`config.mk`:
```
export PLATFORM = sky130hd
export DESIGN_NAME = capture_sched
export DESIGN_NICKNAME = d
export VERILOG_FILES = /design/src/rtl/capture_pkg.sv /design/src/rtl/mcu_rd_port.sv /design/src/rtl/capture_sched.sv
export SDC_FILE = /design/constraint.sdc
export NUM_CORES = 1
export LEC_CHECK = 0
export CAP_MARGIN = 10
export CORE_MARGIN = 2
export CORE_UTILIZATION = 40
export CTS_BUF_LIST = sky130_fd_sc_hd__clkbuf_8
export CTS_CLUSTER_DIAMETER = 100
export CTS_CLUSTER_SIZE = 8
export DETAILED_ROUTE_END_ITERATION = 6
export HOLD_SLACK_MARGIN = 0.06
export MAX_ROUTING_LAYER = met4
export PLACE_DENSITY = 0.74
export SLEW_MARGIN = 20
export SYNTH_ARGS = -nofsm -noshare
export SYNTH_HDL_FRONTEND = slang
export SYNTH_SLANG_ARGS = --single-unit
```
`constraint.sdc`:
```
create_clock -name clk -period 2.3 [get_ports clk]
set_clock_uncertainty 0.05 [all_clocks]
set_input_delay 0.23 -clock clk [delete_from_list [all_inputs] [get_ports clk]]
set_output_delay 0.23 -clock clk [all_outputs]
set_load 0.02 [all_outputs]
```
`src/rtl/capture_pkg.sv`:
```
// capture_pkg: shared types and constants for the four-lane sample-capture
// sequencer (capture_sched) and its MCU read port (mcu_rd_port).
// Contents: the sequencer state enum, lane-counter width and lane count,
// and the lane-index constants that select each lane in the write mux.
package capture_pkg;

    typedef enum logic [1:0] {
        IDLE    = 2'd0,
        CAPTURE = 2'd1,
        DONE    = 2'd2
    } state_t;

    localparam int LANE_W    = 2;
    localparam int NUM_LANES = 4;

    // The lane index is also the upper field of the RAM address.
    localparam logic [LANE_W-1:0] LANE_A1 = 2'd0;
    localparam logic [LANE_W-1:0] LANE_A2 = 2'd1;
    localparam logic [LANE_W-1:0] LANE_B1 = 2'd2;
    localparam logic [LANE_W-1:0] LANE_B2 = 2'd3;

endpackage

```
`src/rtl/mcu_rd_port.sv`:
```
// mcu_rd_port: MCU read path into the sample RAM.
// A request (cs_mem=1, ren=0) is accepted only in DONE and only when no
// rearm arrives in the same cycle. In-range requests strobe the RAM; an
// out-of-range sample index skips the RAM and returns zero. data_tomcu
// updates two edges after the request is sampled, one request per cycle.
// Ports:
//   clk, reset        clock, synchronous active-high reset
//   state, rearm      sequencer state and rearm pulse (request qualification)
//   read_addr         MCU address {lane, idx}
//   ren, cs_mem       MCU read enable (active-low), chip select (active-high)
//   mem_re, mem_raddr RAM read strobe and address (registered)
//   mem_rdata         RAM read data, valid one cycle after mem_re
//   data_tomcu        read data returned to the MCU (registered)
module mcu_rd_port
    import capture_pkg::*;
#(
    parameter int ADDR_W    = 19,
    parameter int DATA_W    = 16,
    parameter int N_SAMPLES = 64
) (
    input  logic              clk,
    input  logic              reset,
    input  state_t            state,
    input  logic              rearm,
    input  logic [ADDR_W-1:0] read_addr,
    input  logic              ren,
    input  logic              cs_mem,
    output logic              mem_re,
    output logic [ADDR_W-1:0] mem_raddr,
    input  logic [DATA_W-1:0] mem_rdata,
    output logic [DATA_W-1:0] data_tomcu
);

    localparam int IDX_W = ADDR_W - LANE_W;
    // One extra bit so N_SAMPLES = 2^IDX_W is representable.
    localparam logic [IDX_W:0] N_LIM = (IDX_W + 1)'(N_SAMPLES);

    logic rd_req;
    logic in_range;
    logic vld_s1, oor_s1;
    logic vld_s2, oor_s2;

    assign rd_req   = (state == DONE) && cs_mem && !ren && !rearm;
    assign in_range = ({1'b0, read_addr[IDX_W-1:0]} < N_LIM);

    always_ff @(posedge clk) begin
        if (reset) begin
            mem_re     <= 1'b0;
            mem_raddr  <= '0;
            vld_s1     <= 1'b0;
            oor_s1     <= 1'b0;
            vld_s2     <= 1'b0;
            oor_s2     <= 1'b0;
            data_tomcu <= '0;
        end else begin
            mem_re <= rd_req && in_range;
            if (rd_req) begin
                mem_raddr <= read_addr;
            end
            vld_s1 <= rd_req;
            oor_s1 <= !in_range;
            vld_s2 <= vld_s1;
            oor_s2 <= oor_s1;
            if (vld_s2) begin
                data_tomcu <= oor_s2 ? '0 : mem_rdata;
            end
        end
    end

endmodule

```
`src/rtl/capture_sched.sv`:
```
// capture_sched: capture sequencer for the four-lane sample datapath.
// Captures N_SAMPLES sample sets into the single-write-port sample RAM
// (one lane per cycle, address {lane, idx}), raises done, then serves MCU
// reads through mcu_rd_port until rearmed.
//
//   state   | meaning
//   --------+---------------------------------------------------------
//   IDLE    | held during reset; first write issued on the exit edge
//   CAPTURE | one RAM write per cycle, 4-cycle slot per sample set
//   DONE    | no writes; MCU reads served; rearm restarts the capture
//
// Ports:
//   clk, reset                   clock, synchronous active-high reset
//   dina1..dinb2                 lane 0..3 samples
//   rearm                        restart pulse, honoured only in DONE
//   read_addr, ren, cs_mem       MCU read request
//   mem_we/mem_waddr/mem_wdata   RAM write port
//   mem_re/mem_raddr/mem_rdata   RAM read port
//   data_tomcu                   read data to MCU
//   done                         capture complete
//   test_addr, testcycle(1)      debug: last write address, idx, lane
module capture_sched
    import capture_pkg::*;
#(
    parameter int ADDR_W    = 19,
    parameter int DATA_W    = 16,
    parameter int N_SAMPLES = 64
) (
    input  logic                clk,
    input  logic                reset,
    input  logic [DATA_W-1:0]   dina1,
    input  logic [DATA_W-1:0]   dina2,
    input  logic [DATA_W-1:0]   dinb1,
    input  logic [DATA_W-1:0]   dinb2,
    input  logic                rearm,
    input  logic [ADDR_W-1:0]   read_addr,
    input  logic                ren,
    input  logic                cs_mem,
    output logic                mem_we,
    output logic [ADDR_W-1:0]   mem_waddr,
    output logic [DATA_W-1:0]   mem_wdata,
    output logic                mem_re,
    output logic [ADDR_W-1:0]   mem_raddr,
    input  logic [DATA_W-1:0]   mem_rdata,
    output logic [DATA_W-1:0]   data_tomcu,
    output logic                done,
    output logic [ADDR_W-1:0]   test_addr,
    output logic [ADDR_W-3:0]   testcycle,
    output logic [1:0]          testcycle1
);

    localparam int IDX_W = ADDR_W - LANE_W;
    localparam logic [IDX_W-1:0] LAST_IDX = IDX_W'(N_SAMPLES - 1);

    state_t            state, state_nxt;
    logic [LANE_W-1:0] lane_q, lane_nxt;
    logic [IDX_W-1:0]  idx_q, idx_nxt;
    logic [DATA_W-1:0] hold_a2, hold_b1, hold_b2;
    logic              wr_now;
    logic [LANE_W-1:0] wr_lane;
    logic [IDX_W-1:0]  wr_idx;
    logic [DATA_W-1:0] wr_data;
    logic              done_nxt;

    always_ff @(posedge clk) begin
        if (reset) begin
            state <= IDLE;
        end else begin
            state <= state_nxt;
        end
    end

    // The write issued on an edge uses the counters as they stand; IDLE exit
    // and rearm both start from lane 0 / idx 0 so the first write lands on
    // the very edge that leaves IDLE or DONE.
    always_comb begin
        state_nxt = state;
        lane_nxt  = lane_q;
        idx_nxt   = idx_q;
        wr_now    = 1'b0;
        wr_lane   = lane_q;
        wr_idx    = idx_q;
        done_nxt  = 1'b0;

        case (state)
            IDLE: begin
                wr_now  = 1'b1;
                wr_lane = LANE_A1;
                wr_idx  = '0;
            end
            CAPTURE: begin
                wr_now = 1'b1;
            end
            DONE: begin
                done_nxt = 1'b1;
                if (rearm) begin
                    wr_now   = 1'b1;
                    wr_lane  = LANE_A1;
                    wr_idx   = '0;
                    done_nxt = 1'b0;
                end
            end
            default: state_nxt = IDLE;
        endcase

        if (wr_now) begin
            if (wr_lane == LANE_B2) begin
                lane_nxt  = LANE_A1;
                idx_nxt   = wr_idx + IDX_W'(1);
                state_nxt = (wr_idx == LAST_IDX) ? DONE : CAPTURE;
            end else begin
                lane_nxt  = wr_lane + LANE_W'(1);
                idx_nxt   = wr_idx;
                state_nxt = CAPTURE;
            end
        end
    end

    // Lane 0 goes straight from the input; lanes 1..3 come from the
    // holding registers so the whole set is from one cycle.
    always_comb begin
        wr_data = dina1;
        case (wr_lane)
            LANE_A1: wr_data = dina1;
            LANE_A2: wr_data = hold_a2;
            LANE_B1: wr_data = hold_b1;
            default: wr_data = hold_b2;
        endcase
    end

    always_ff @(posedge clk) begin
        if (reset) begin
            lane_q    <= '0;
            idx_q     <= '0;
            mem_we    <= 1'b0;
            mem_waddr <= '0;
            mem_wdata <= '0;
            done      <= 1'b0;
            hold_a2   <= '0;
            hold_b1   <= '0;
            hold_b2   <= '0;
        end else begin
            lane_q <= lane_nxt;
            idx_q  <= idx_nxt;
            mem_we <= wr_now;
            done   <= done_nxt;
            if (wr_now) begin
                mem_waddr <= {wr_lane, wr_idx};
                mem_wdata <= wr_data;
            end
            if (wr_now && (wr_lane == LANE_A1)) begin
                hold_a2 <= dina2;
                hold_b1 <= dinb1;
                hold_b2 <= dinb2;
            end
        end
    end

    assign test_addr  = mem_waddr;
    assign testcycle  = idx_q;
    assign testcycle1 = lane_q;

    mcu_rd_port #(
        .ADDR_W    (ADDR_W),
        .DATA_W    (DATA_W),
        .N_SAMPLES (N_SAMPLES)
    ) u_rd_port (
        .clk        (clk),
        .reset      (reset),
        .state      (state),
        .rearm      (rearm),
        .read_addr  (read_addr),
        .ren        (ren),
        .cs_mem     (cs_mem),
        .mem_re     (mem_re),
        .mem_raddr  (mem_raddr),
        .mem_rdata  (mem_rdata),
        .data_tomcu (data_tomcu)
    );

endmodule
```
# Word-level counts from Yosys, hierarchy flattened
# Index checks and enable logic that the tools add are counted.
[word_totals]
register_bits = 146
latch_bits = 0
ramBits = 0
mem_bits_ro = 0
input_bits = 104
output_inout_bits = 111
elab_cells = 56
n_memories = 0
[classes]
add_sub_neg = 2
mul = 0
div = 0
n_lt_le_gt_ge = 1
n_eq_ne = 7
n_shift = 0
n_mux = 15
bitwise_logic = 1
reduce_logical = 13
[op_table]
columns = ["op", "count"]
rows = [
  ["one-hot mux 16 bit (3 select lines)", 1],
  ["2-to-1 mux 17 bit", 2],
  ["one-hot mux 17 bit (2 select lines)", 1],
  ["adder 17 x 1 -> 17 bit (second input constant)", 1],
  ["equality test 17 x 6 -> 1 bit (second input constant)", 1],
  ["< comparator 17 x 7 -> 1 bit (second input constant)", 1],
  ["2-to-1 mux 16 bit", 1],
  ["2-to-1 mux 2 bit", 6],
  ["equality test 2 bit (second input constant)", 3],
  ["logical AND 1 bit", 5],
  ["equality test 2 x 1 -> 1 bit (second input constant)", 2],
  ["logical NOT 2 bit", 2],
  ["one-hot mux 2 bit (2 select lines)", 1],
  ["OR reduction 2 bit", 2],
  ["logical NOT 1 bit", 3],
  ["OR reduction 3 bit", 1],
  ["adder 2 x 1 -> 2 bit (second input constant)", 1],
  ["2-to-1 mux 1 bit", 2],
  ["inequality test 2 x 1 -> 1 bit (second input constant)", 1],
  ["one-hot mux 1 bit (2 select lines)", 1],
  ["NOT 1 bit", 1],
]

# Longest topological paths before layout
# Gate-level depths: netlist of run 1.
[logic_depth]
ltp_word = 6
mapped_depth = 11
depth_no_buf = 9

# Cells and area by module
# From an unflattened synthesis of run 1, not the netlist that was laid out.
[unflattened]
cells_unflattened = 717
area_unflattened_um2 = 6222.2
[modules_own_cells]
columns = ["module", "instances", "cells_per_inst", "area_each_um2", "seq_area_each_um2"]
rows = [
  ["capture_sched", 1, 550, 4520.6, 2122.0],
  ["mcu_rd_port", 1, 167, 1701.6, 800.8],
]

# Worst setup path after synthesis of run 1
# Ideal clock, no wire load.
[synth_path]
path_kind = "register to register"
start = "register state[1]"
end = "register idx_q[16] (netlist: testcycle[16])"
setup_ps = 70
t_arrival_ps = 2237
t_required_ps = 2180
path_slack_ps = -57
path_stages_with_launch = 11
path_buffers = 2
synth_period_minus_slack_ps = 2357
cell_sequence = "dfxtp_1 buf_2 and2b_1 buf_2 o21ai_0 inv_1 ha_1 nand4_4 or3_4 or4_1 a21oi_1"
[synth_via]
elab_chain_cells = 4
elab_cells_between_ends = 10
classes_between = "add/sub (1); eq/ne (3); mux (4); reduce/logical (2)"
[synth_rtl]
columns = ["item", "line", "source"]
rows = [
  ["from (decl)", "capture_sched.sv:55", "state_t state, state_nxt;"],
  ["from (signal assigned)", "capture_sched.sv:69", "state <= state_nxt;"],
  ["equality test 2 bit or logical NOT 2 bit (tied branches)", "capture_sched.sv:85", "case (state)"],
  ["one-hot mux 17 bit (2 select lines) (*)", "capture_sched.sv:85", ""],
  ["named net wr_idx[0]", "capture_sched.sv:61", "logic [IDX_W-1:0] wr_idx;"],
  ["adder 17 x 1 -> 17 bit (*)", "capture_sched.sv:109", "idx_nxt = wr_idx + IDX_W'(1);"],
  ["2-to-1 mux 17 bit (*)", "capture_sched.sv:107", "if (wr_lane == LANE_B2) begin"],
  ["to (signal assigned)", "capture_sched.sv:144", "idx_q <= idx_nxt;"],
  ["to (decl)", "capture_sched.sv:57", "logic [IDX_W-1:0] idx_q, idx_nxt;"],
]
# The timed path passes the listed nets; every way through them passes the cells marked *.
# A chain may end at the register's enable or synchronous reset.

# Worst setup path in the final report of run 1
[layout_path]
start = "register state[1]"
end = "register idx_q[16] (netlist: testcycle[16])"
[layout_via]
elab_chain_cells = 4
elab_cells_between_ends = 10
classes_between = "add/sub (1); eq/ne (3); mux (4); reduce/logical (2)"
[layout_rtl]
columns = ["item", "line", "source"]
rows = [
  ["equality test 2 bit or logical NOT 2 bit (tied branches)", "capture_sched.sv:85", ""],
  ["one-hot mux 2 bit (2 select lines) (*)", "capture_sched.sv:85", ""],
  ["named net wr_lane[1]", "capture_sched.sv:60", "logic [LANE_W-1:0] wr_lane;"],
  ["equality test 2 bit (*)", "capture_sched.sv:107", ""],
  ["2-to-1 mux 17 bit (*)", "capture_sched.sv:107", ""],
]
# Marked as above.

==> results.md, run 1 <==
* Final setup viols at 0
* Kind of start point of the critical path: flip-flop
* Cell types occupying the most area after synthesis: dfxtp_1, nand2_1, a21oi_1
* Total wire length at ~18000 um
* Post-CTS setup repair buffer count at 0
* Total Nets Final at roughly 1000
* CP endpoint kind: flip-flop
* Pwr Density at between 600 and 700 nW/um^2
* Max Slew Vio Count at 0
* CTS sink count at between 100 and 150
* N_diodes at 0
* Die width at 126 um
* Seq/Total Area, Yosys at approximately 49%
* Most frequent cells in the layout: clkdlybuf4s50_1, nand2_1, dfxtp_1, a21oi_1, nor2_1
* Worst Path Required at 2640 ps
* Dpl cell area at between 8000 and 9000 um^2
* Vias at between 5000 and 6000
* DP Wirelength at between 10000 and 15000 um
* Met1 usage at 27.6%
* Port buffer count at approximately 210
* Crit Path Max Fanout at 4
* Commonest non-fill, non-tap cell in the layout: clkdlybuf4s50_1
* Ys async rst share at 0%
* Mapped Avg Cell Area at about 8.2 um^2
* RSZ-0062 raised after global routing: no
* Core area at 14500 um^2
* Height of the chip at between 100 and 150 um
* GRT Total Usage at between 20% and 30%
* Final Hold Vio Count at 0
* Root buffer cell: clkbuf_8
* Post-route ant nets at 0
* CTS tree: done
* Main synth FF type: dfxtp_1
* Run status: completed
* Initial Utilization at between 40% and 50%
* Rel. slew slack at between 60% and 70%
* Global Route met3 Usage at approximately 6.8%
* Num CTS Buffers at 17
* Mapped Area at ~6000 um^2
* Io pins at between 200 and 250
* Sequential Power Share at just under 50%
* Hold crit path type: in2reg
* Peak supply drop at 0.361 mV
* Synth area leader: dfxtp_1
* Gr busiest metal: met2
* WP data arrival at ~2500 ps
* Syn_nets at about 830
* Vias in the first global route at 5602
* Fill count at 1301
* Worst-path clk slew at about 80 ps
* Vias/cell at ~5.3
* Synth top area share at between 40% and 50%
* Static Leak at 3.34 nW
* Cell-internal power at between 4 and 5 mW
* Synth-to-Final Area Change at 48.2%
* Worst-Margin Slew at a little over 500 ps
* DR iter-0 viols at roughly 450
* # hold bufs at CTS at 0
* Initial antenna violation count at 0
* Post-layout minimum cycle time at roughly 2100 ps
* Tcrit/Tclk final at just over 90%
* Synth Register Bits at 146
* Die ar. at between 15000 and 20000 um^2
* Mapped Cells at a little over 700
* Clk buf depth at 2
* Post-route cell area at approximately 9000 um^2
* Core Util, Final at roughly three fifths
* Psw at 1.29 mW
* Clk_lat worst skew at about 460 ps
* Post-synth cell types at between 40 and 50
* Number of flops mapped to enable cells by yosys at 0
* H-tree depth at 4
* GRT met2 Usage at 38.9%
* First-pass GRT wire length at around 29000 um
* Gate power share at between 10% and 20%
* Pin count of the biggest net entering global routing at 47
* Max Cap Viol at 0
* Layout cell share with drive strength beyond 1 at under 10%
* Final Power at 5.40 mW
* Num rows at 44
* Total grt overflow at 0
* Clock power share at 39.4%
* Yosys warning count at 0
* Kind of critical path: reg2reg
* Routability cong. at 0.858
* 1st-pass router iterations at 7
* DR WL/cell at 16.1 um
* Drt drc at 0
* Max Fclk at 469 MHz
* Sw Share at 23.9%
-- critical path, stage by stage, from the launching register on --
cell	delay [ps]
dfxtp_1	360
nand2b_1	90
nand2_1	130
nand2_1	90
inv_1	80
ha_1	210
nand3_2	100
or3_4	400
or4_1	410
a21oi_1	150
-- kinds of logic after synthesis --
group / Yosys count / share of synthesized area, %
compound gates: 187 / 19.3
xor+xnor: 8 / 1.18
fa+ha+maj: 6 / 1.26
buf+inv: 81 / 6.76
flops: 146 / 49.2
mux: 1 / 0.190
simple gates: 293 / 22.0
-- per-stage QoR --
stage	worst slack, ps	hold WS (ps)	cells	TNS (ps)
after global placement	-165	368	1090	-2830
after CTS	166	128	1121	0
after global routing	0.243	154	1121	0
final	169	142	1121	0
after detailed placement	-215	375	1090	-5900
after floorplan	5.67	265	722	0
-- flip-flops by register name, summed over array words and instances (netlist names) --
register and flops:
hold_a2 16, u_rd_port.vld_s1 1, hold_b2 16, state 2, u_rd_port.oor_s2 1, testcycle1 2
testcycle 17, mem_wdata 16, u_rd_port.mem_re 1, done 1, u_rd_port.mem_raddr 19, mem_waddr 19
u_rd_port.data_tomcu 16, u_rd_port.oor_s1 1, u_rd_port.vld_s2 1, mem_we 1, hold_b1 16
-- power by group through the flow --
stage                     Clock, mW  Sequential (mW)  Combinational (mW)
after floorplan                   0             2.74               0.229
after global placement            0             2.73               0.591
after detailed placement          0             2.73               0.598
after CTS                      2.17             2.68               0.601
after global routing           2.27             2.68               0.650
final                          2.13             2.68               0.601
-- path summary, 6_finish.rpt --
path	from	endpoint	slack, ps	cells past startpoint
worst max-delay path	state[1]	testcycle[16]	170	9
worst min-delay path	reset	mem_waddr[15]	140	2
worst max register to register	state[1]	testcycle[16]	170	9
worst min register to register	u_rd_port.vld_s1	u_rd_port.vld_s2	390	1
-- area by class of cell --
cell class,instances,area (um^2),area share [%]
repair buffers,254,2530,28.7
multi-input cells,495,2650,30.2
inverters,11,41.3,0.469
well taps,184,230,2.62
clock inverters,10,134,1.52
clock buffers,21,289,3.29
flip-flops and latches,146,2920,33.2
-- routing by layer --
metal  routed length, um  part of all wire (%)
met3                1520                   8.4
met1                7310                    40
met4                 400                   2.2
met5                   0                     0
met2                8860                    49
-- Yosys cell counts (all sizes together), types with 2 or more instances --
| library cell | n |
|---|---|
| nor2 | 46 |
| and3 | 4 |
| o211ai | 16 |
| nor4 | 6 |
| dfxtp | 146 |
| nor2b | 19 |
| xnor2 | 7 |
| or3 | 3 |
| o21ai | 13 |
| o2111ai | 2 |
| a21oi | 113 |
| a31o | 2 |
| and2 | 3 |
| nor3 | 8 |
| a211oi | 4 |
| nand2 | 176 |
| nand3 | 8 |
| ha | 6 |
| inv | 11 |
| buf | 36 |
| and4 | 3 |
| nand3b | 2 |
| nand2b | 5 |
| nand4 | 7 |
| a32oi | 7 |
| clkbuf | 34 |
| a222oi | 16 |
| a22oi | 10 |
-- timing repair --
action                                  CTS  global route
endpoints found under the setup margin    0             9
endpoints found under the hold margin     0             0
gates resized for setup                   0             4
Note: power is estimated with default switching activity, not from simulation.
==> inputs of run 2 (changes only) <==
--- a/config.mk
+++ b/config.mk
@@ -16,3 +16,3 @@
 export MAX_ROUTING_LAYER = met4
-export PLACE_DENSITY = 0.74
+export PLACE_DENSITY = 0.76
 export SLEW_MARGIN = 20
==> constraint.sdc (replaced) <==
create_clock -name clk -period 2.3 [get_ports clk]
set_clock_uncertainty 0.05 [all_clocks]
set_input_delay 0.46 -clock clk [delete_from_list [all_inputs] [get_ports clk]]
set_output_delay 0.46 -clock clk [all_outputs]
set_load 0.02 [all_outputs]
==> results.md, run 2 (synthesis results as in run 1) <==
* Critical path depth at 1 (was 9)
* Max Cap Viol at 0 (unchanged)
* CP endpoint kind: primary output (was flip-flop)
* Drt drc at 2 (was 0)
* DP Wirelength at 12800 um (was 13000 um)
* DR iter-0 viols at 538 (was 445)
* Clk_lat worst skew at 450 ps (was 460 ps)
* Commonest non-fill, non-tap cell in the layout: clkdlybuf4s50_1 (unchanged)
* Total wire length at 18000 um (was 18100 um)
* H-tree depth at 4 (unchanged)
* Routability cong. at 0.916 (was 0.858)
* RSZ-0062 raised after global routing: no (unchanged)
* Kind of critical path: reg2out (was reg2reg)
* Num CTS Buffers at 17 (unchanged)
* WP buf/inv at 1 (unchanged)
* Critical path endpoint: testcycle[2] (was testcycle[16])
* Worst Reg-to-Reg Cells at 8 (was 9)
* Final Power at 5.52 mW (was 5.40 mW)
* Clk buf depth at 2 (unchanged)
* Post-route ant nets at 0 (unchanged)
* Gate power share at 11.2% (was 11.1%)
* Total grt overflow at 0 (unchanged)
* Dpl cell area at 8440 um^2 (was 8360 um^2)
* Hold crit path type: in2reg (unchanged)
* Kind of start point of the critical path: flip-flop (unchanged)
* Core area at 14500 um^2 (unchanged)
* Vias at 5878 (was 5888)
* Reg2Reg Setup Slack at 170 ps (about the same)
* Register area at 2920 um^2 (about the same)
* Sequential Power Share at 48.4% (was 49.5%)
* Reg2reg start: state[1] (unchanged)
* Port buffer count at 214 (unchanged)
* Pin count of the biggest net entering global routing at 55 (was 47)
* Max Slew Vio Count at 0 (unchanged)
* Layout cell share with drive strength beyond 1 at 10.3% (was 9.28%)
* 1st-pass router iterations at 7 (unchanged)
* Static Leak at 3.39 nW (was 3.34 nW)
* Initial antenna violation count at 0 (unchanged)
* DP Cell Count at 1095 (was 1090)
* Worst hold slack at 353 ps (was 142 ps)
* Multi-input gate area in the final layout at 2670 um^2 (was 2650 um^2)
* Height of the chip at 126 um (unchanged)
* Worst Path Required at 1790 ps (was 2640 ps)
* Worst R2R End: testcycle[16] (unchanged)
* Crit Path Max Fanout at 8 (was 4)
* Post-route cell area at 8890 um^2 (was 8800 um^2)
* Num rows at 44 (unchanged)
* Total Nets Final at 1040 (was 1035)
* Initial Utilization at 40.8% (unchanged)
* Psw at 1.33 mW (was 1.29 mW)
* DR WL/cell at 16.0 um (was 16.1 um)
* Most frequent cells in the layout: clkdlybuf4s50_1, nand2_1, dfxtp_1, a21oi_1, nor2_1 (unchanged)
* Post-layout minimum cycle time at 2200 ps (was 2130 ps)
* Synth-to-Final Area Change at 49.7% (was 48.2%)
* CP peak stage delay at 680 ps (was 410 ps)
* Slowest-stage cell, CP: clkdlybuf4s50_1 (was or4_1)
* Worst-Margin Slew at 949 ps (was 503 ps)
* Peak supply drop at 0.375 mV (was 0.361 mV)
* Max Fclk at 456 MHz (was 469 MHz)
* CTS sink count at 146 (unchanged)
* Fill count at 1273 (was 1301)
* Run status: finished, violations left (was completed)
* Root buffer cell: clkbuf_8 (unchanged)
* N_diodes at 0 (unchanged)
* Vias/cell at 5.22 (was 5.25)
* Setup_tns at 0 ps (unchanged)
* Tcrit/Tclk final at 95.4% (was 92.7%)
* Non-Filler Instances at 1127 (was 1121)
* GRT Total Usage at 23.5% (was 23.6%)
* Cell-internal power at 4.19 mW (was 4.11 mW)
* # hold bufs at CTS at 0 (unchanged)
* First-pass GRT wire length at 28900 um (about the same)
* CTS tree: done (unchanged)
* Worst-path clk slew at 80 ps (about the same)
* Final setup viols at 0 (unchanged)
* Die width at 126 um (unchanged)
* Rel. slew slack at 36.5% (was 66.4%)
* Crit path max-delay family: buffers and inverters (was simple AND/OR/NAND/NOR gates)
* Worst Setup SP: testcycle[2] (was state[1])
* Final Hold Vio Count at 0 (unchanged)
* Failing checks: design-rule violations
* Critical path cell sequence: clkdlybuf4s50_1 (was nand2b_1 -> nand2_1 -> nand2_1 -> inv_1 -> ha_1 -> nand3_2 -> or3_4 -> or4_1 -> a21oi_1)
* Pwr Density at 620 nW/um^2 (was 614 nW/um^2)
* Sw Share at 24.1% (was 23.9%)
* Vias in the first global route at 5515 (was 5602)
* Io pins at 215 (unchanged)
* Clock power share at 40.4% (was 39.4%)
* Die ar. at 15800 um^2 (unchanged)
* WP data arrival at 1690 ps (was 2470 ps)
-- run 2: through the flow --
| step | setup slack, ps | utilization (%) |
|---|---|---|
| 3_5_place_dp | -387 | 58.0 |
| 5_1_grt | 25.7 | 61.2 |
| 6_report | 105 | 61.2 |
| 3_3_place_gp | -313 | 58.0 |
| 4_1_cts | 81.5 | 61.1 |
| 2_1_floorplan | 8.17 | - |
-- run 2: final cells by class --
class                      count  share of cell area (%)
tap                          184                    2.59
inverter                      11                   0.464
timing repair buffer         259                    29.1
sequential                   146                    32.9
multi-input combinational    495                    30.0
clock inverter                13                    2.07
clock buffer                  19                    2.94
-- run 2: worst min-delay path by stage --
stage,depth (start not counted),to,from
after floorplan,1,u_rd_port.oor_s2,u_rd_port.oor_s1
after global placement,1,u_rd_port.vld_s2,u_rd_port.vld_s1
after detailed placement,1,u_rd_port.vld_s2,u_rd_port.vld_s1
after CTS,2,u_rd_port.data_tomcu[13],reset
after global routing,2,mem_waddr[12],reset
final,2,mem_waddr[17],reset
-- run 2: what timing repair did --
item / CTS / global route
resized for setup: 0 / 3
endpoints found under the setup margin: 0 / 6
buffers inserted: 0 / 0
-- run 2: power groups by stage --
stage | logic, mW | clock network [mW] | registers [mW]
floorplan | 0.231 | 0 | 2.74
global placement | 0.603 | 0 | 2.73
detailed placement | 0.611 | 0 | 2.73
CTS | 0.616 | 2.26 | 2.67
global route | 0.672 | 2.37 | 2.68
finish | 0.617 | 2.23 | 2.67
-- run 2: per-layer routing --
layer  up-vias  global-route usage, %  routed length (um)
met4         0                   7.43                 304
met5         -                      -                   0
met2       263                   39.0                8700
li1       2884                      -                   -
met1      2711                   27.1                7280
met3        20                   7.86                1710
